$ cat config.mk
export PLATFORM = sky130hd
export DESIGN_NAME = cva6_obi_mux
export DESIGN_NICKNAME = d
export VERILOG_FILES = /design/src/rtl/cva6_obi_mux.sv
export SDC_FILE = /design/constraint.sdc
export NUM_CORES = 1
export LEC_CHECK = 0
export ABC_AREA = 1
export ABC_CLOCK_PERIOD_IN_PS = 3500
export BUFFER_PORTS_ARGS = -buffer_cell sky130_fd_sc_hd__buf_2
export CAP_MARGIN = 40
export CORE_AREA = 8 8 422 424
export CTS_CLUSTER_SIZE = 10
export DETAILED_ROUTE_END_ITERATION = 10
export DIE_AREA = 0 0 430 432
export MAX_ROUTING_LAYER = met4
export PLACE_DENSITY = 0.3
export REMOVE_ABC_BUFFERS = 1
export SYNTH_ARGS = -nofsm -noshare
export SYNTH_HDL_FRONTEND = slang
export SYNTH_SLANG_ARGS = --single-unit
$ cat constraint.sdc
create_clock -name clk_i -period 3.5 [get_ports clk_i]
set_input_delay 0.35 -clock clk_i [delete_from_list [all_inputs] [get_ports clk_i]]
set_output_delay 0.35 -clock clk_i [all_outputs]
set_load 0.01 [all_outputs]
$ cat src/rtl/cva6_obi_mux.sv
// ============================================================================
//  Module   : cva6_obi_mux
//  Purpose  : N-to-1 OBI manager multiplexer with round-robin arbitration,
//             grant locking, outstanding tracking and in-order response routing.
//             Optional macro CVA6_OBI_MUX_RSP_REG_EN registers the response path.
//  Revision : 1.0 - initial release
// ============================================================================
`default_nettype none

module cva6_obi_mux #(
  parameter int unsigned NumPorts       = 6,
  parameter int unsigned AddrWidth      = 64,
  parameter int unsigned DataWidth      = 64,
  parameter int unsigned MaxOutstanding = 4
) (
  input  logic                              clk_i,
  input  logic                              rst_i,
  input  logic [NumPorts-1:0]               mgr_req_i,
  output logic [NumPorts-1:0]               mgr_gnt_o,
  input  logic [NumPorts*AddrWidth-1:0]     mgr_addr_i,
  input  logic [NumPorts-1:0]               mgr_we_i,
  input  logic [NumPorts*(DataWidth/8)-1:0] mgr_be_i,
  input  logic [NumPorts*DataWidth-1:0]     mgr_wdata_i,
  output logic [NumPorts-1:0]               mgr_rvalid_o,
  output logic [DataWidth-1:0]              mgr_rdata_o,
  output logic                              mgr_err_o,
  output logic                              sbr_req_o,
  input  logic                              sbr_gnt_i,
  output logic [AddrWidth-1:0]              sbr_addr_o,
  output logic                              sbr_we_o,
  output logic [DataWidth/8-1:0]            sbr_be_o,
  output logic [DataWidth-1:0]              sbr_wdata_o,
  input  logic                              sbr_rvalid_i,
  input  logic [DataWidth-1:0]              sbr_rdata_i,
  input  logic                              sbr_err_i,
  output logic                              protocol_err_o
);

  localparam int unsigned c_IDX_W = (NumPorts > 1) ? $clog2(NumPorts) : 1;
  localparam int unsigned c_PTR_W = (MaxOutstanding > 1) ? $clog2(MaxOutstanding) : 1;
  localparam int unsigned c_CNT_W = $clog2(MaxOutstanding) + 1;
  localparam int unsigned c_BE_W  = DataWidth / 8;
  localparam logic [NumPorts-1:0] c_ONE = {{(NumPorts-1){1'b0}}, 1'b1};

  logic [c_IDX_W-1:0] r_rr;
  logic               r_lock_vld;
  logic [c_IDX_W-1:0] r_lock_idx;
  logic [c_CNT_W-1:0] r_cnt;
  logic [c_PTR_W-1:0] r_wptr;
  logic [c_PTR_W-1:0] r_rptr;
  logic [c_IDX_W-1:0] r_fifo [MaxOutstanding];
  logic               r_perr;

  logic               w_arb_vld;
  logic [c_IDX_W-1:0] w_arb_idx;
  logic [c_IDX_W-1:0] w_cand;
  logic               w_lock_hold;
  logic               w_lock_drop;
  logic               w_win_vld;
  logic [c_IDX_W-1:0] w_win_idx;
  logic               w_full;
  logic               w_hs;
  logic               w_pop;
  logic               w_unsol;
  logic [c_IDX_W-1:0] w_head;
  logic [NumPorts-1:0] w_rsp_oh;

  function automatic logic [c_PTR_W-1:0] f_ptr_inc(input logic [c_PTR_W-1:0] p);
    return (p == c_PTR_W'(MaxOutstanding - 1)) ? '0 : p + c_PTR_W'(1);
  endfunction

  // Scan from the lowest offset last so the port closest to r_rr wins.
  always_comb begin
    w_arb_vld = 1'b0;
    w_arb_idx = '0;
    w_cand    = '0;
    for (int i = NumPorts - 1; i >= 0; i--) begin
      w_cand = c_IDX_W'((int'(r_rr) + i) % NumPorts);
      if (mgr_req_i[w_cand]) begin
        w_arb_vld = 1'b1;
        w_arb_idx = w_cand;
      end
    end
  end

  assign w_lock_hold = r_lock_vld &  mgr_req_i[r_lock_idx];
  assign w_lock_drop = r_lock_vld & ~mgr_req_i[r_lock_idx];
  assign w_win_vld   = w_lock_hold | w_arb_vld;
  assign w_win_idx   = w_lock_hold ? r_lock_idx : w_arb_idx;

  // A response in the same cycle frees a slot, so a full tracker still accepts.
  assign w_full    = (r_cnt == c_CNT_W'(MaxOutstanding));
  assign sbr_req_o = w_win_vld & ~(w_full & ~sbr_rvalid_i) & ~rst_i;
  assign w_hs      = sbr_req_o & sbr_gnt_i;
  assign mgr_gnt_o = w_hs ? (c_ONE << w_win_idx) : '0;

  assign sbr_addr_o  = mgr_addr_i[w_win_idx*AddrWidth +: AddrWidth];
  assign sbr_we_o    = mgr_we_i[w_win_idx];
  assign sbr_be_o    = mgr_be_i[w_win_idx*c_BE_W +: c_BE_W];
  assign sbr_wdata_o = mgr_wdata_i[w_win_idx*DataWidth +: DataWidth];

  assign w_pop    = sbr_rvalid_i & (r_cnt != '0) & ~rst_i;
  assign w_unsol  = sbr_rvalid_i & (r_cnt == '0);
  assign w_head   = r_fifo[r_rptr];
  assign w_rsp_oh = w_pop ? (c_ONE << w_head) : '0;

  always_ff @(posedge clk_i) begin
    if (rst_i) begin
      r_rr       <= '0;
      r_lock_vld <= 1'b0;
      r_lock_idx <= '0;
      r_cnt      <= '0;
      r_wptr     <= '0;
      r_rptr     <= '0;
      r_perr     <= 1'b0;
    end else begin
      if (w_hs) begin
        r_lock_vld <= 1'b0;
        r_rr       <= (w_win_idx == c_IDX_W'(NumPorts - 1)) ? '0 : w_win_idx + c_IDX_W'(1);
      end else if (sbr_req_o) begin
        r_lock_vld <= 1'b1;
        r_lock_idx <= w_win_idx;
      end else if (w_lock_drop) begin
        r_lock_vld <= 1'b0;
      end
      if (w_lock_drop | w_unsol) begin
        r_perr <= 1'b1;
      end
      if (w_hs) begin
        r_wptr <= f_ptr_inc(r_wptr);
      end
      if (w_pop) begin
        r_rptr <= f_ptr_inc(r_rptr);
      end
      case ({w_hs, w_pop})
        2'b10:   r_cnt <= r_cnt + c_CNT_W'(1);
        2'b01:   r_cnt <= r_cnt - c_CNT_W'(1);
        default: r_cnt <= r_cnt;
      endcase
    end
  end

  // Tracker storage needs no reset: only entries below r_cnt are ever read.
  always_ff @(posedge clk_i) begin
    if (w_hs) begin
      r_fifo[r_wptr] <= w_win_idx;
    end
  end

  assign protocol_err_o = r_perr;

`ifdef CVA6_OBI_MUX_RSP_REG_EN
  logic [NumPorts-1:0]  r_rsp_vld;
  logic [DataWidth-1:0] r_rsp_data;
  logic                 r_rsp_err;

  always_ff @(posedge clk_i) begin
    if (rst_i) begin
      r_rsp_vld  <= '0;
      r_rsp_data <= '0;
      r_rsp_err  <= 1'b0;
    end else begin
      r_rsp_vld  <= w_rsp_oh;
      r_rsp_data <= sbr_rdata_i;
      r_rsp_err  <= sbr_err_i;
    end
  end

  assign mgr_rvalid_o = r_rsp_vld;
  assign mgr_rdata_o  = r_rsp_data;
  assign mgr_err_o    = r_rsp_err;
`else
  assign mgr_rvalid_o = w_rsp_oh;
  assign mgr_rdata_o  = sbr_rdata_i;
  assign mgr_err_o    = sbr_err_i;
`endif

endmodule

`default_nettype wire
# Word level (Yosys, flattened, before mapping)

Memory sizes are Yosys's and may differ from the RTL's. A register that Yosys moved wholly into a read port is not among the register bits.
Cells that the tools add are included.

Bits in registers: 15
Memory bits (writable): 12
Input port bits: 897
Output and inout port bits: 216
Logic and storage cells: 106
Memories kept: 1

Add/sub/neg operators: 10
Div/mod/pow operators: 6
Order comparisons: 8
Equality and inequality tests: 6
Shift operators: 5
Muxes and demuxes: 41
Bitwise logic cells: 16
Reduce and logical (&&, ||, !) cells: 6

Memories:

| memory | words | bits a word | read ports | clocked after memory_dff | write ports | line | source |
|---|---|---|---|---|---|---|---|
| r_fifo | 4     | 3           | 1          | 1                        | 1           | 51   | `logic [c_IDX_W-1:0] r_fifo [MaxOutstanding];` |

Operators with widths:

| operator                                                    | count |
|---|---|
| variable part select 384 x 10 -> 64 bit                     | 2 |
| remainder unit 32 x 3 -> 32 bit (second input constant)     | 5 |
| variable part select 48 x 7 -> 8 bit                        | 1 |
| less-than comparator 3 x 4 -> 1 bit (second input constant) | 8 |
| remainder unit 3 x 3 -> 32 bit (second input constant)      | 1 |
| binary-select mux 1 bit (select 3 bit)                      | 8 |
| two-way mux 3 bit                                           | 8 |
| two-way mux 1 bit                                           | 18 |
| two-way mux 6 bit                                           | 2 |
| << shifter 1 x 3 -> 6 bit (first input constant)            | 2 |
| bitwise AND 1 bit                                           | 9 |
| adder 3 x 2 -> 4 bit (second input constant)                | 2 |
| adder 3 x 3 -> 4 bit (second input constant)                | 2 |
| two-way mux 2 bit                                           | 4 |
| adder 3 x 1 -> 3 bit (second input constant)                | 2 |
| equality test 2 bit (second input constant)                 | 3 |
| equality test 3 bit (second input constant)                 | 2 |
| case mux 3 bit (2 select lines)                             | 1 |
| inverter 1 bit                                              | 5 |
| adder 2 x 1 -> 2 bit (second input constant)                | 2 |
| adder 3 x 1 -> 4 bit (second input constant)                | 1 |
| nonzero test 2 bit                                          | 2 |
| zero test 3 bit                                             | 1 |
| nonzero test 3 bit                                          | 1 |
| 5 further kinds                                             | 6 |

# Logic depth before layout (Yosys ltp)

Depth in word-level cells: 16
Depth in mapped cells: 35
Mapped depth without buffers: 31

# Worst setup path after synthesis

OpenSTA, ideal clock, no wires.

Path type: reg-to-reg
Start point: register r_rr[0]
End point: register r_cnt[2]
Setup time: 0.122 ns
Data arrival time: 3.623 ns
Required time: 3.378 ns
Path slack: -0.245 ns
Cell stages (with the launch flop): 30
Path buffers: 3
Period minus slack after synthesis: 3.745 ns
Path through: dfxtp_1 buf_6 buf_2 inv_1 ha_1 inv_1 nand2_1 nand2_2 ha_1 nor2_1 nand3_1 nand2_1 nand2_1 nand2_2 nand2_2 nand3_1 nand2_1 nand2_2 nand4_1 nand2_1 nor2_1 inv_1 buf_2 ha_1 inv_1 fa_1 a21oi_1 o21ai_0 o21ai_0 a21oi_1

Word-level cells in the longest chain between the ends: 16
Elaborated cells between the ends (all ways): 37
Classes of those cells: add/sub: 5; div: 6; eq/ne: 2; mux: 19; bitwise: 4; reduce/logical: 1

Ends and longest elaborated chain:

| element                                                                      | line | source |
|---|---|---|
| from (decl)                                                                  | 45   | `logic [c_IDX_W-1:0] r_rr;` |
| from (signal assigned)                                                       | 119  | `r_rr <= (w_win_idx == c_IDX_W'(NumPorts - 1)) ? '0 : w_win_idx + c_IDX_W'(1);` |
| adder 3 x 3 -> 4 bit                                                         | 78   | `w_cand = c_IDX_W'((int'(r_rr) + i) % NumPorts);` |
| remainder unit 32 x 3 -> 32 bit                                              | 78   |  |
| binary-select mux 1 bit (select 3 bit)                                       | 79   | `if (mgr_req_i[w_cand]) begin` |
| two-way mux 1 bit (implied by the code)                                      | 79   |  |
| two-way mux 1 bit (5 in a row)                                               | 79   |  |
| two-way mux 1 bit *                                                          | 79   |  |
| bitwise OR 1 bit *                                                           | 88   | `assign w_win_vld = w_lock_hold \| w_arb_vld;` |
| bitwise AND 1 bit * (2 in a row)                                             | 93   | `assign sbr_req_o = w_win_vld & ~(w_full & ~sbr_rvalid_i) & ~rst_i;` |
| bitwise AND 1 bit *                                                          | 94   | `assign w_hs = sbr_req_o & sbr_gnt_i;` |
| equality test 2 x 1 -> 1 bit / equality test 2 bit (equally long branches)   | 135  | `case ({w_hs, w_pop})` |
| case mux 3 bit (2 select lines) / nonzero test 2 bit (equally long branches) | -    |  |
| to (signal assigned)                                                         | 136  | `2'b10: r_cnt <= r_cnt + c_CNT_W'(1);` |
| to (signal assigned)                                                         | 137  | `2'b01: r_cnt <= r_cnt - c_CNT_W'(1);` |
| to (signal assigned)                                                         | 138  | `default: r_cnt <= r_cnt;` |
| to (decl)                                                                    | 48   | `logic [c_CNT_W-1:0] r_cnt;` |

Every way passes the cells marked *; elsewhere a longest branch is shown, timed or not. The select of a mux whose other input is x is not followed.
A chain may end at the register's enable or synchronous reset.

# Worst setup path after layout

Start point: register r_rr[1]
End point: output sbr_addr_o[45]

Word-level cells in the longest chain between the ends: 12
Elaborated cells between the ends (all ways): 31
Classes of those cells: add/sub: 5; div: 6; shift: 1; mux: 19

Ends and longest elaborated chain:

| element                                   | line | source |
|---|---|---|
| adder 3 x 3 -> 4 bit                      | 78   |  |
| remainder unit 32 x 3 -> 32 bit           | 78   |  |
| binary-select mux 1 bit (select 3 bit)    | 79   |  |
| two-way mux 1 bit (implied by the code)   | 79   |  |
| two-way mux 3 bit (5 in a row)            | 79   |  |
| two-way mux 3 bit *                       | 79   |  |
| two-way mux 3 bit *                       | 89   | `assign w_win_idx = w_lock_hold ? r_lock_idx : w_arb_idx;` |
| variable part select 384 x 10 -> 64 bit * | 97   | `assign sbr_addr_o = mgr_addr_i[w_win_idx*AddrWidth +: AddrWidth];` |
| to (decl)                                 | 29   | `output logic [AddrWidth-1:0] sbr_addr_o,` |

Marked as above.

==> run metrics <==
FF-to-FF setup slack -0.53 ns; fin nets 4672; startpoint class of the critical path flip-flop; CTS root buf clkbuf_16; Slew Viols, Final 0; Syn Inst Count 2657; first-pass GRT wire length 216000 µm; H-tree levels 2; Post-synth top flop dfxtp_1; worst r2r src r_rr[1]; RSZ-0062 raised after global routing true; Synth Register Bits 29; Hold Fails Final Rpt 0; worst-margin pin slew 0.640 ns; CP Data Required Time 3.15 ns; Core Region 171000 µm²; achievable frequency 238 MHz; largest net degree at the start of global routing 98; vias in the first global route 22600; ranking of synthesized cells by instance count nand2_1, nand3_1, buf_2; failing checks setup timing; Total GRT Usage 17.6%; clock skew 0.0103 ns; Hold Path Depth 2; vias per cell 3.72; final core utilization 15.7%; top-count cell post-synth nand2_1; dpl hpwl 140000 µm; Hold EP protocol_err_o; outcome complete, but fails checks; drc violations 0; slowest stage delay, CP 0.36 ns; Hold WS 0.332 ns; ys async rst share 0%; HP Start rst_i; Routed WL 173000 µm; starting density of the core 7.07%; number of cells on the worst reg-to-reg path 32; YS warnings 0; final worst path period share 120%; die width 430 µm; most used cell, CP nand2_2; post-synth top area share 53.9%; Post-synth EDFFs 12; I/O pin count 1113; DR WL/cell 28.7 µm; TritonCTS Buffers 5; critical path type flip-flop to primary output; # fillers 20100; Post-Syn Area per Cell 4.55 µm²; Mapped Area 12100 µm²; Worst EP arrival 3.85 ns; Rows 152; min cycle time layout 4.20 ns; Routed Antenna Nets 0; Die Y-Extent 432 µm; GRT overflow 0; reg2reg end r_cnt[2]; post-synthesis cell type count 40; max_cap viols 0; layout cells sized above 1 49.5%; Setup crit start r_rr[1]; CTS Buffer Depth 2; TritonCTS clock tree yes; initial antenna violation count 75; Seq/Total Area, Yosys 5.80%; area leader, netlist nand2_1; Worst slew margin 57.3%; area grow syn2layout 122%; CP endpoint kind primary output; worst hold path type input port to flip-flop; Final GP Congestion 0.889; Die Footprint 186000 µm²; Final setup viols 164; clk_lat worst skew 0.29 ns; clk sinks 29; cts hold-fix bufs 0; final worst slack -0.700 ns; slowest CP cell dfxtp_4; Clock transition at path regs 0.06 ns; largest cells by area after synthesis nand2_1, nand3_1, buf_4, buf_2, edfxtp_1; CP Max Fanout 11; first drt pass iteration count 5; Buffers on Ports 982; number of vias in the routed layout 22400; initial DRC count 1751
## repair_timing
item / CTS / global route
endpoints found under the setup margin: 149 / 180
gates cloned: 43 / 23
endpoints found under the hold margin: 0 / 0
resized for setup: 541 / 412
pin swaps: 106 / 116
buffers inserted: 71 / 32
## routing by layer
metal	vias to the layer above	share of wire [%]	track usage, %
li1	10500	-	-
met4	0	1.2	2.41
met1	10700	42	20.6
met2	1120	44	26.6
met5	-	0	-
met3	138	13	10.5
## cell usage in the layout (no fill, tap or decap), types with 10 or more instances in the layout
cell type  instances
buf_8             25
buf_2            877
inv_2             10
nand3_1          363
buf_16            45
dfxtp_1           14
clkbuf_16         26
diode_2           41
o21ai_0           19
buf_12            86
edfxtp_1          12
inv_1             47
nand2_1         1367
nand2_2          288
buf_4            168
a21oi_1           16
nand3_2           66
nor2_1            21
buf_6            126
nand2_4           88
## worst max path at each step
stage	to	slack (ns)	cells after the start
3_5_place_dp	sbr_wdata_o[22]	-0.78	27
5_1_grt	sbr_addr_o[43]	-0.96	32
2_1_floorplan	mgr_gnt_o[3]	-8.29	15
6_report	sbr_addr_o[45]	-0.70	32
3_3_place_gp	sbr_wdata_o[22]	-0.84	27
4_1_cts	sbr_wdata_o[54]	-0.80	34
## registers in the layout, summed over array words and instances (netlist names), named ones only
name,cells
r_lock_vld,1
r_wptr,2
r_cnt,3
r_rr,3
r_lock_idx,3
r_fifo,12
r_rptr,2
protocol_err_o,1
## cells by family after synthesis
kind of cell	count (synthesis)	share of synthesized area, %
fa+ha+maj	18	1.93
buf+inv	328	15.2
flops	29	5.80
simple gates	2224	74.3
xor+xnor	1	0.0725
compound gates	57	2.77
## per-stage QoR
stage	instances	TNS (ns)	instance area [µm²]	worst slack, ns
finish	6032	-91.29	26800	-0.700
global placement	5832	-96.16	20800	-0.837
global route	6029	-134.02	26800	-0.956
CTS	5951	-105.15	24600	-0.800
floorplan	2392	-1228.10	10500	-8.29
detailed placement	5832	-87.86	20800	-0.777
## cell type report
type                       count  area [µm²]  share of cell area (%)
multi-input combinational   2301       11600                    43.2
timing repair buffer        1354       11100                    41.4
tap                         2233        2790                    10.4
sequential                    29         712                    2.66
inverter                      63         310                    1.16
clock buffer                   5         125                   0.467
antenna                       41         103                   0.383
timing repair inverter         3        56.3                   0.210
clock inverter                 3        17.5                  0.0654
## critical path, delay by kind of cell (launching register included)
| kind | cells | cell delay, ns |
|---|---|---|
| AND/OR/NAND/NOR | 18 | 1.31 |
| buffers and inverters | 9 | 1.12 |
| adder cells (fa/ha/maj) | 2 | 0.42 |
| flip-flops | 1 | 0.36 |
| AO/OA/AOI/OAI | 3 | 0.32 |
Power is left out: the tool's default activity adds up to more than one toggle a clock period on the data nets, which glitch-free logic cannot reach.
